===== config.mk =====
export PLATFORM = sky130hd
export DESIGN_NAME = row_secded_dec
export DESIGN_NICKNAME = d
export VERILOG_FILES = /design/src/rtl/row_secded_dec.sv
export SDC_FILE = /design/constraint.sdc
export NUM_CORES = 1
export LEC_CHECK = 0
export ABC_CLOCK_PERIOD_IN_PS = 2060
export CAP_MARGIN = 40
export CORE_ASPECT_RATIO = 0.9
export CORE_UTILIZATION = 45
export DETAILED_ROUTE_END_ITERATION = 8
export DONT_BUFFER_PORTS = 1
export PLACE_DENSITY_LB_ADDON = 0.08
export REMOVE_ABC_BUFFERS = 1
export SYNTH_ARGS = -nofsm -noshare
export SYNTH_HDL_FRONTEND = slang
export SYNTH_SLANG_ARGS = --single-unit

===== constraint.sdc =====
create_clock -name clk -period 2.06 [get_ports clk]
set_input_delay 0.206 -clock clk [delete_from_list [all_inputs] [get_ports clk]]
set_output_delay 0.206 -clock clk [all_outputs]
set_load 0.01 [all_outputs]

===== src/rtl/row_secded_dec.sv =====
// row_secded_dec: two-stage SECDED decoder for Gray-coded row addresses
// with valid/ready backpressure and saturating error counters.
module row_secded_dec #(
    parameter int ADDR_W = 8,
    parameter int GRAY   = 1,
    parameter int CNT_W  = 16,
    localparam int P     = (ADDR_W <= 1)  ? 2 :
                           (ADDR_W <= 4)  ? 3 :
                           (ADDR_W <= 11) ? 4 :
                           (ADDR_W <= 26) ? 5 :
                           (ADDR_W <= 57) ? 6 : 7,
    localparam int CW_W  = ADDR_W + P + 1
) (
    input  logic              clk,
    input  logic              rst_n,
    input  logic [CW_W-1:0]   in_cw,
    input  logic              in_valid,
    output logic              in_ready,
    output logic [ADDR_W-1:0] out_addr,
    output logic              out_sec,
    output logic              out_ded,
    output logic              out_valid,
    input  logic              out_ready,
    input  logic              cnt_clr,
    output logic [CNT_W-1:0]  cnt_sec,
    output logic [CNT_W-1:0]  cnt_ded
);

    localparam int NPOS = CW_W - 1;

    typedef struct packed {
        logic              valid;
        logic [ADDR_W-1:0] dat;
        logic [P-1:0]      syn;
        logic              ovr;
    } s1_t;

    // Codeword index of data bit k: k-th non-power-of-two Hamming position.
    function automatic int data_idx(input int k);
        int n;
        int r;
        n = 0;
        r = 0;
        for (int pos = 1; pos < CW_W; pos++) begin
            if ((pos & (pos - 1)) != 0) begin
                if (n == k) r = pos - 1;
                n++;
            end
        end
        return r;
    endfunction

    s1_t               s1_q;
    s1_t               s1_d;
    logic [ADDR_W-1:0] in_dat;
    logic [ADDR_W-1:0] raw;
    logic [ADDR_W-1:0] bin;
    logic [ADDR_W-1:0] fix;
    logic              in_rng;
    logic              sec;
    logic              ded;
    logic              acc;
    logic              adv;
    logic              xfer;

    assign adv      = !out_valid || out_ready;
    assign in_ready = adv;
    assign xfer     = out_valid && out_ready;

    for (genvar k = 0; k < ADDR_W; k++) begin : g_data
        localparam int DI = data_idx(k);
        assign in_dat[k] = in_cw[DI];
        assign fix[k]    = sec && (s1_q.syn == P'(DI + 1));
    end

    always_comb begin
        s1_d.valid = in_valid;
        s1_d.dat   = in_dat;
        s1_d.syn   = '0;
        for (int i = 0; i < NPOS; i++) begin
            if (in_cw[i]) s1_d.syn = s1_d.syn ^ P'(i + 1);
        end
        s1_d.ovr = ^in_cw;
    end

    // Syndromes beyond the last position are double errors in disguise.
    always_comb begin
        in_rng = (s1_q.syn <= P'(NPOS));
        sec    = s1_q.ovr && in_rng;
        ded    = s1_q.ovr ? !in_rng : (s1_q.syn != '0);
        raw    = s1_q.dat ^ fix;
    end

    always_comb begin
        bin = raw;
        acc = 1'b0;
        for (int k = ADDR_W - 1; k >= 0; k--) begin
            acc = acc ^ raw[k];
            if (GRAY != 0) bin[k] = acc;
        end
    end

    always_ff @(posedge clk or negedge rst_n) begin
        if (!rst_n) begin
            s1_q      <= '0;
            out_valid <= 1'b0;
            out_addr  <= '0;
            out_sec   <= 1'b0;
            out_ded   <= 1'b0;
        end else if (adv) begin
            s1_q      <= s1_d;
            out_valid <= s1_q.valid;
            out_addr  <= bin;
            out_sec   <= s1_q.valid && sec;
            out_ded   <= s1_q.valid && ded;
        end
    end

    always_ff @(posedge clk or negedge rst_n) begin
        if (!rst_n) begin
            cnt_sec <= '0;
            cnt_ded <= '0;
        end else if (cnt_clr) begin
            cnt_sec <= '0;
            cnt_ded <= '0;
        end else if (xfer) begin
            if (out_sec && (cnt_sec != '1)) cnt_sec <= cnt_sec + CNT_W'(1);
            if (out_ded && (cnt_ded != '1)) cnt_ded <= cnt_ded + CNT_W'(1);
        end
    end

endmodule


==> summary.md <==
| Metric | Value |
|---|---|
| WS Path Type | flop to flop |
| Starting DRT DRC Count | 84 |
| Count leader, synth | dfrtp_1 |
| Worst endpoint data arrival time | about 2.2 ns |
| Fraction of registers with async set/reset | 1.00 |
| Final net count | between 300 and 400 |
| Worst r2r src | s1_q[1]$_DFFE_PN0P_ |
| FP Rows | 28 |
| Finished Core Util | 0.560 |
| Number of global-route vias before repair | between 2k and 2.5k |
| Mapped cell area | ~0.0031 mm^2 |
| Gr ovfl total | 0 |
| CP Cell Sequence | xnor2_2, nor3b_4, xnor2_4, xnor2_4, buf_4, xor3_1, a21oi_1 |
| Cells after synthesis | roughly 320 |
| Worst path required time | ~2.3 ns |
| Hold Crit Class | input pin to flop |
| Hold wc startpoint | in_cw[11] |
| Yosys warns | 0 |
| Initial core utilization | 0.471 |
| Worst slew margin | 0.659 |
| Cts bufs inserted | 9 |
| Largest net degree at the start of global routing | 58 |
| Crit path top cell by count | xnor2_4 |
| Clock buffer depth | 2 |
| Met1 Resource Use GR | 0.249 |
| Leak | 1.62 nW |
| DR pass1 iterations | 4 |
| Critical path's largest stage delay | between 0.4 and 0.5 ns |
| Busiest grt layer | met2 |
| Antenna Nets Post-Route | 0 |
| Synth top cells by count | dfrtp_1 (57), nand2_1 (52), nor2_1 (45) |
| Gr usage total | 0.191 |
| Fin crit share | 0.945 |
| #FFs+latches synth | 57 |
| Final std cells w/o fill | 446 |
| Chip height | 81.0 um |
| Worst-margin pin slew | about 0.51 ns |
| Critical path launch point type | flop |
| # H-tree levels | 3 |
| First-pass GRT wire length | 10700 um |
| R2R depth | 7 |
| Area contributors post-synth | dfrtp_1 (46%), xnor2_1 (11%), nand2_1 (6.3%) |
| Largest area contributor in the netlist | dfrtp_1 |
| Clk sinks | 57 |
| Fin. max-slew vios | 0 |
| Reg clk slew, reported paths | about 0.06 ns |
| Prevailing post-synth register cell | dfrtp_1 |
| Max Clk Rate | approximately 510 MHz |
| Worst Hold End | s1_q[3]$_DFFE_PN0P_ |
| Hold WS | between 0.06 and 0.07 ns |
| Worst Clk Skew | between 0.006 and 0.007 ns |
| Flop2flop setup slack | 0.11 ns |
| Synthesis-to-layout area growth | 18.8% |
| Floorplan die width | between 80 and 90 um |
| GPL Wtd Cong | approximately 0.8 |
| CP endpoint kind | flop |
| Met2 Resource Use GR | 0.289 |
| Core area | 0.00662 mm^2 |
| Status | completed |
| Hpwl dp | 4360 um |
| ANT cells | 0 |
| Pwr Density | a little under 1000 mW/mm^2 |
| DP Cell Count | slightly above 400 |
| Final min period | ~1.9 ns |
| Vias | 2219 |
| Final setup viols | 0 |
| Share of layout cells above drive strength 1 | 0.146 |
| Drt drc | 0 |
| Die area | ~0.0073 mm^2 |
| Post-synth top area share | 0.457 |
| Critical-path cell with the highest stage delay | dfrtp_2 |
| Area post-placement | between 0.003 and 0.004 mm^2 |
| Avg Cell Area, Syn | ~9.7 um^2 |
| Synth unique cells | 36 |
| Routed len/inst | ~14 um |
| Worst Path Max Fanout | 8 |
| Design area | around 0.0037 mm^2 |
| IO buf count | 0 |
| Later-pin clock latency in the skew report | roughly 0.32 ns |
| Post-synthesis sequential area ratio | 0.457 |
| WL final | approximately 6300 um |
| CTS Root Cell | clkbuf_8 |
| Max-cap violations | 0 |
| FF-to-FF End | out_addr[0]$_DFFE_PN0P_ |
| Via density | around 5.0 |
| Top Ports | 62 |
| CTS tree | built |
| WP buf/inv | 1 |
| Number of flops mapped to enable cells by yosys | 0 |
| Setup TNS | 0 ns |
| Delay-heaviest family, CP | XOR/XNOR gates |
| WHS Path Cells | 3 |
| Max rail drop VDD | about 0.0004 V |
| Initial antenna violation count | 0 |
| Final Hold Vio Count | 0 |
| Fillers | about 590 |
| M3 GR Usage | 0.0843 |
| RSZ-0062 raised after global routing | false |
## registers in the layout, indices dropped and copies added (netlist names)
register and count:
out_sec 1, out_valid 1, out_addr 8, out_ded 1, s1_q 14, cnt_ded 16, cnt_sec 16
## power breakdown
group	internal (W)	switching [W]
Combinational	0.000630	0.000453
Clock	0.000682	0.000422
Sequential	0.00128	0.000200
Total	0.00259	0.00107
## layer usage
layer | up-vias | routed length (um) | part of all wire
met5 | - | 0 | 0
met4 | 0 | 48 | 0.0076
li1 | 1123 | - | -
met2 | 51 | 2740 | 0.43
met1 | 1041 | 3090 | 0.49
met3 | 4 | 427 | 0.068
## layout by cell type (no fill, tap or decap), types with 10 or more instances in the layout
cell | netlist | routed
nand3_1 | 14 | 14
a21oi_1 | 10 | 10
xor2_1 | 18 | 18
dfrtp_1 | 57 | 54
clkbuf_8 | 0 | 13
buf_4 | 0 | 18
dlygate4sd3_1 | 0 | 10
o21ai_0 | 10 | 10
xnor2_1 | 40 | 39
nand2_1 | 52 | 52
nor2_1 | 45 | 44
## what timing repair did
action | CTS | global route
pin swaps | 1 | 5
hold endpoints to repair | 98 | 0
hold buffers | 12 | 0
setup buffers | 0 | 5
gates resized for setup | 0 | 8
setup endpoints to repair | 2 | 3
## cell families after synthesis
family | count (synthesis) | synth area share
fa+ha+maj | 2 | 0.00802
mux | 4 | 0.0136
flops | 57 | 0.457
compound gates | 25 | 0.0433
xor+xnor | 66 | 0.218
simple gates | 151 | 0.229
buf+inv | 17 | 0.0301
## how the worst max path moves through the flow
stage                                from                 endpoint  slack, ns  cells past startpoint
floorplan           out_valid$_DFFE_PN0P_  out_addr[1]$_DFFE_PN0P_      -0.08                      3
global placement      s1_q[1]$_DFFE_PN0P_  out_addr[1]$_DFFE_PN0P_       0.05                      6
detailed placement    s1_q[1]$_DFFE_PN0P_  out_addr[2]$_DFFE_PN0P_     -0.004                      6
CTS                   s1_q[1]$_DFFE_PN0P_  out_addr[2]$_DFFE_PN0P_      0.003                      7
global route          s1_q[1]$_DFFE_PN0P_  out_addr[0]$_DFFE_PN0P_      0.004                      7
finish                s1_q[1]$_DFFE_PN0P_  out_addr[0]$_DFFE_PN0P_       0.11                      7
## through the flow
stage               worst slack [ns]  power [W]
global route                 0.00351    0.00391
finish                         0.114    0.00367
CTS                          0.00250    0.00363
global placement              0.0521    0.00242
detailed placement          -0.00440    0.00244
floorplan                    -0.0785    0.00223
## cell type report
| class | count | area [um^2] | area share |
|---|---|---|---|
| sequential | 57 | 1430 | 0.386 |
| inverter | 5 | 18.8 | 0.00506 |
| clock buffer | 13 | 179 | 0.0483 |
| tap | 90 | 113 | 0.0304 |
| multi-input combinational | 248 | 1630 | 0.439 |
| clock inverter | 2 | 35.0 | 0.00945 |
| timing repair buffer | 31 | 303 | 0.0817 |
## worst register-to-register path, cell delays in order (launching register included)
cell and delay (ns):
dfrtp_2 0.47, xnor2_2 0.18, nor3b_4 0.28, xnor2_4 0.14, xnor2_4 0.23, buf_4 0.15
xor3_1 0.30, a21oi_1 0.15
(Power assumes the default switching activity.)
